--- config.mk ---
export PLATFORM = sky130hd
export DESIGN_NAME = w_hc595_driver
export DESIGN_NICKNAME = d
export VERILOG_FILES = /design/src/rtl/w_hc595_driver.sv
export SDC_FILE = /design/constraint.sdc
export NUM_CORES = 1
export LEC_CHECK = 0
export CORE_ASPECT_RATIO = 0.9
export CORE_UTILIZATION = 46
export DETAILED_ROUTE_END_ITERATION = 12
export PLACE_DENSITY_LB_ADDON = 0.1
export SKIP_LAST_GASP = 1
export SYNTH_ARGS = -nofsm -noshare
export SYNTH_HDL_FRONTEND = slang
export SYNTH_SLANG_ARGS = --single-unit
--- constraint.sdc ---
create_clock -name CLK -period 1.3 [get_ports CLK]
set_input_delay 0.13 -clock CLK [delete_from_list [all_inputs] [get_ports CLK]]
set_output_delay 0.13 -clock CLK [all_outputs]
set_load 0.02 [all_outputs]
--- src/rtl/w_hc595_driver.sv ---
`default_nettype none
// ============================================================================
// Module   : w_hc595_driver
// Purpose  : Serialises a WIDTH-bit frame into a 74HC595 (DS/SHCP/STCP).
//            Define W_HC595_LSB_FIRST_EN to shift DIN[0] first (default MSB).
// Revision : 1.0 - initial release
// ============================================================================
module w_hc595_driver #(
  parameter int WIDTH = 8,
  parameter int DIV   = 2
) (
  input  logic             CLK,
  input  logic             R,
  input  logic [WIDTH-1:0] DIN,
  input  logic             START,
  output logic             BUSY,
  output logic             DONE,
  output logic             SER,
  output logic             SHCP,
  output logic             STCP
);

  localparam int c_DIV_W = $clog2(DIV + 1);
  localparam int c_BIT_W = (WIDTH > 1) ? $clog2(WIDTH) : 1;
  localparam logic [c_DIV_W-1:0] c_DIV_LAST = c_DIV_W'(DIV - 1);
  localparam logic [c_BIT_W-1:0] c_BIT_LAST = c_BIT_W'(WIDTH - 1);

  typedef enum logic [2:0] {
    S_IDLE  = 3'd0,
    S_SETUP = 3'd1,
    S_CLKH  = 3'd2,
    S_LATCH = 3'd3,
    S_FIN   = 3'd4
  } state_t;

  state_t             r_state, w_state_nxt;
  logic [WIDTH-1:0]   r_shreg, w_shreg_nxt, w_shifted;
  logic [c_BIT_W-1:0] r_bitcnt, w_bitcnt_nxt;
  logic [c_DIV_W-1:0] r_divcnt, w_divcnt_nxt;
  logic               r_arm;
  logic               r_busy, r_done, r_ser, r_shcp, r_stcp;
  logic               w_div_last, w_bit_last, w_out_bit;

`ifdef W_HC595_LSB_FIRST_EN
  assign w_shifted = {1'b0, r_shreg[WIDTH-1:1]};
  assign w_out_bit = w_shreg_nxt[0];
`else
  assign w_shifted = {r_shreg[WIDTH-2:0], 1'b0};
  assign w_out_bit = w_shreg_nxt[WIDTH-1];
`endif

  assign w_div_last = (r_divcnt == c_DIV_LAST);
  assign w_bit_last = (r_bitcnt == c_BIT_LAST);

  always_comb begin
    w_state_nxt  = r_state;
    w_shreg_nxt  = r_shreg;
    w_bitcnt_nxt = r_bitcnt;
    w_divcnt_nxt = r_divcnt;
    case (r_state)
      S_IDLE: begin
        // r_arm blocks an accept on the first edge after reset release
        if (START && r_arm) begin
          w_shreg_nxt  = DIN;
          w_bitcnt_nxt = '0;
          w_divcnt_nxt = '0;
          w_state_nxt  = S_SETUP;
        end
      end
      S_SETUP: begin
        if (w_div_last) begin
          w_divcnt_nxt = '0;
          w_state_nxt  = S_CLKH;
        end else begin
          w_divcnt_nxt = r_divcnt + 1'b1;
        end
      end
      S_CLKH: begin
        if (w_div_last) begin
          w_divcnt_nxt = '0;
          w_shreg_nxt  = w_shifted;
          if (w_bit_last) begin
            w_state_nxt = S_LATCH;
          end else begin
            w_bitcnt_nxt = r_bitcnt + 1'b1;
            w_state_nxt  = S_SETUP;
          end
        end else begin
          w_divcnt_nxt = r_divcnt + 1'b1;
        end
      end
      S_LATCH: begin
        if (w_div_last) begin
          w_divcnt_nxt = '0;
          w_state_nxt  = S_FIN;
        end else begin
          w_divcnt_nxt = r_divcnt + 1'b1;
        end
      end
      S_FIN:   w_state_nxt = S_IDLE;
      default: w_state_nxt = S_IDLE;
    endcase
  end

  always_ff @(posedge CLK or posedge R) begin
    if (R) begin
      r_state  <= S_IDLE;
      r_shreg  <= '0;
      r_bitcnt <= '0;
      r_divcnt <= '0;
      r_arm    <= 1'b0;
      r_busy   <= 1'b0;
      r_done   <= 1'b0;
      r_ser    <= 1'b0;
      r_shcp   <= 1'b0;
      r_stcp   <= 1'b0;
    end else begin
      r_state  <= w_state_nxt;
      r_shreg  <= w_shreg_nxt;
      r_bitcnt <= w_bitcnt_nxt;
      r_divcnt <= w_divcnt_nxt;
      r_arm    <= 1'b1;
      // Outputs are registered from the next state so they align with r_state
      r_busy   <= (w_state_nxt != S_IDLE);
      r_done   <= (w_state_nxt == S_FIN);
      r_ser    <= ((w_state_nxt == S_SETUP) || (w_state_nxt == S_CLKH)) ? w_out_bit : 1'b0;
      r_shcp   <= (w_state_nxt == S_CLKH);
      r_stcp   <= (w_state_nxt == S_LATCH);
    end
  end

  assign BUSY = r_busy;
  assign DONE = r_done;
  assign SER  = r_ser;
  assign SHCP = r_shcp;
  assign STCP = r_stcp;

endmodule
`default_nettype wire

==> results.toml <==
[status]
status = "finished, violations left"
violations = "setup timing"

[critical_path]
slowest_cell_on_crit_path = "sky130_fd_sc_hd__dfrtp_1"
critical_path.max_fanout = 5
cpLargestDelayFamily = "flip-flops"
max_incr_delay_on_cp_ns = 0.41
timing.critical_path.cells = "ha_2, ha_4, nor4_4, mux2i_1"
worst-endpoint-arrival_ns = 1.63
critical_path_data_required_time_ns = 1.53
timing.critical_path.buf_inv = 0
criticalPathCategory = "reg2reg"
timing.critical_path.from_type = "register"
endpoint_class_of_the_critical_path = "register"

[clock_network]
clock_latency_ns = 0.31
cts-htree-levels = 1
max_buffers_root_to_sink = 2
clock_tree.root_cell = "sky130_fd_sc_hd__clkbuf_4"
numClockSinks = 22
clk_transition_reported_paths_ns = 0.14
cts_hold_repair.buffers = 0
numCtsBuffers = 3
tritoncts = "yes"

[power_and_ir_drop]
switching_share = 0.350
power-per-cell-area_nw_per_um2 = 1980
netSwitchingPower_mw = 1.01
irDropWorstVdd_mv = 1.29
p_seq_frac = 0.385
internal-power_mw = 1.88
pwr-share-comb = 0.433
fin_total_pwr_mw = 2.90
total_leakage_power_nw = 0.709
p_clk_frac = 0.182

[hold_path]
min-delay-path-class = "in2async"

[timing]
setup_tns_ns = -0.791
setup_violations = 16
fin_crit_sh = 1.07
final.setup_skew_ns = 0.0115
period_minus_slack_ns = 1.40
timing.final.ws_setup_ns = -0.0962
grt_setup_unrepaired = "true"
finalMaxSlewViolations = 0
max_freq_ghz = 0.716
hold_viol = 0

[placement]
gp_congestion = 0.800
setup_slack_after_placement_ns = -0.289
placed_wire_length_estimate_after_detailed_placement_microns = 1400
placed_cells = 137
port_buffers = 15

[run]
cap_viol_max_count = 0

[final_layout]
layout.cells.most_common = "sky130_fd_sc_hd__dfrtp_1"
non_filler_cells_in_the_finished_layout = 145
antenna-diode-count = 0
layout.cells.most_common_list = "sky130_fd_sc_hd__dfrtp_1 (20), sky130_fd_sc_hd__buf_4 (13), sky130_fd_sc_hd__nand2_1 (10), sky130_fd_sc_hd__clkdlybuf4s50_1 (10), sky130_fd_sc_hd__a21o_1 (6)"
post_route_cells_drive_above_1_share = 0.383
syn_to_final_growth_pct = 44.9
final_net_count = 134

[floorplan]
die_width_microns = 51.4
die_area_sq_um = 2390
start_util = 0.508
core_sq_um = 1990
num_rows = 15
design.portCount = 16
fp.dieH_microns = 46.5

[synth]
synthCells = 87
syn_avg_cell_area_sq_um = 11.6
yosysWarnings = 0
synth_cell_types = 31
mappedNetlistNets = 100
mappedNetlistArea_sq_um = 1010
seq_cells_post_synth = 22
synth-seq-area-share = 0.545

[routing]
detail_route.drc_violations = 0
detail_route.wirelength_microns = 2260
vias_per_cell = 5.50
detailroute.via_count = 797
ant_nets = 0
detailedRoute.firstPassIterationCount = 5
wl_per_cell_microns = 15.6
detailedRoute.firstIterationViolations = 12

[global_route]
track_usage = 0.206
grt_overflow_total = 0
grt_start_max_net_pins = 23
first_global_vias = 768
initial_antenna_violation_count = 0
first_pass_grt_wire_length_microns = 3460
## worst min-delay path, delay by kind of cell
| kind | cells | cell delay [ns] |
|---|---|---|
| buf+inv | 3 | 0.72 |
## synthesized netlist by cell type, drive strengths merged
master   n  area (sq um)
a211oi   1          7.51
a21o     6          45.0
a21oi    4          20.0
a22o     8          78.8
a31oi    1          6.26
and2b    1          8.76
and3     1          6.26
buf      2          22.5
clkbuf   1          3.75
conb     1          3.75
dfrtp   22           551
ha       2          25.0
inv      2          7.51
mux2i    2          20.0
nand2   13          48.8
nand2b   2          20.0
nand3    1          5.00
nor2     4          17.5
nor2b    1          6.26
nor3     3          26.3
nor3b    1          7.51
nor4     2          33.8
o21ai    3          15.0
o221a    1          11.3
or2      1          6.26
or4      1          7.51
## area by class of cell
class | instances | area, sq um
Timing Repair Buffer | 32 | 287
Clock buffer | 3 | 22.5
Clock inverter | 1 | 30.0
Inverter | 2 | 7.51
Multi-Input combinational cell | 60 | 534
Fill cell | 142 | 524
Sequential cell | 22 | 553
Tap cell | 25 | 31.3
## power groups by stage
stage / Clock, mW / Sequential [mW] / Combinational [mW]
final: 0.526 / 1.12 / 1.25
after global routing: 0.558 / 1.15 / 1.36
after CTS: 0.532 / 1.11 / 1.15
after detailed placement: 0 / 1.10 / 1.07
after global placement: 0 / 1.09 / 1.05
after floorplan: 0 / 1.12 / 0.663
## state kept, by name (all words and copies together) (netlist names)
register	flops
r_shreg	8
SHCP	1
r_state	3
DONE	1
r_bitcnt	3
SER	1
STCP	1
r_arm	1
BUSY	1
r_divcnt	2
## routing by layer
layer / vias to the layer above / part of all wire / global-route usage
met5: - / 0 / 0
met4: 0 / 0.021 / 0.0486
met3: 6 / 0.039 / 0.0396
met2: 29 / 0.52 / 0.384
met1: 389 / 0.42 / 0.246
li1: 373 / - / -
## logic make-up (layout without fill, tap and decap cells)
| kind of cell | count (synthesis) | count (layout) | share of synthesized area |
|---|---|---|---|
| AND/OR/NAND/NOR | 31 | 31 | 0.192 |
| AO/OA/AOI/OAI | 24 | 24 | 0.182 |
| flip-flops | 22 | 22 | 0.545 |
| buffers and inverters | 5 | 38 | 0.0334 |
| adder cells (fa/ha/maj) | 2 | 2 | 0.0247 |
| multiplexers | 2 | 2 | 0.0198 |
| other | 1 | 1 | 0.00371 |
## final timing paths
kind / start / end / slack [ns] / depth (start not counted)
hold reg to reg: r_shreg[3] / r_shreg[3] / 0.50 / 1
setup reg to reg: r_bitcnt[1] / r_bitcnt[0] / -0.1 / 4
hold / removal: R / r_divcnt[0] / 0.14 / 3
setup / recovery: r_bitcnt[1] / r_bitcnt[0] / -0.1 / 4
max in group asynchronous: R / r_state[1] / 0.90 / 3
min in group CLK: DIN[0] / r_shreg[0] / 0.43 / 2
## through the flow
| step | cell area [sq um] | util | hold WS (ns) |
|---|---|---|---|
| 6_report | 1470 | 0.736 | 0.135 |
| 5_1_grt | 1470 | 0.736 | 0.162 |
| 4_1_cts | 1420 | 0.713 | 0.147 |
| 3_5_place_dp | 1270 | 0.641 | 0.466 |
| 3_3_place_gp | 1270 | 0.641 | 0.460 |
| 2_1_floorplan | 1020 | - | 0.119 |
## repair_timing
item | CTS | global route
setup endpoints to repair | 21 | 17
setup buffers | 2 | 2
pin swaps | 9 | 4
gates resized for setup | 21 | 7
cloned | 0 | 0
Power figures use the tool's default switching activity.
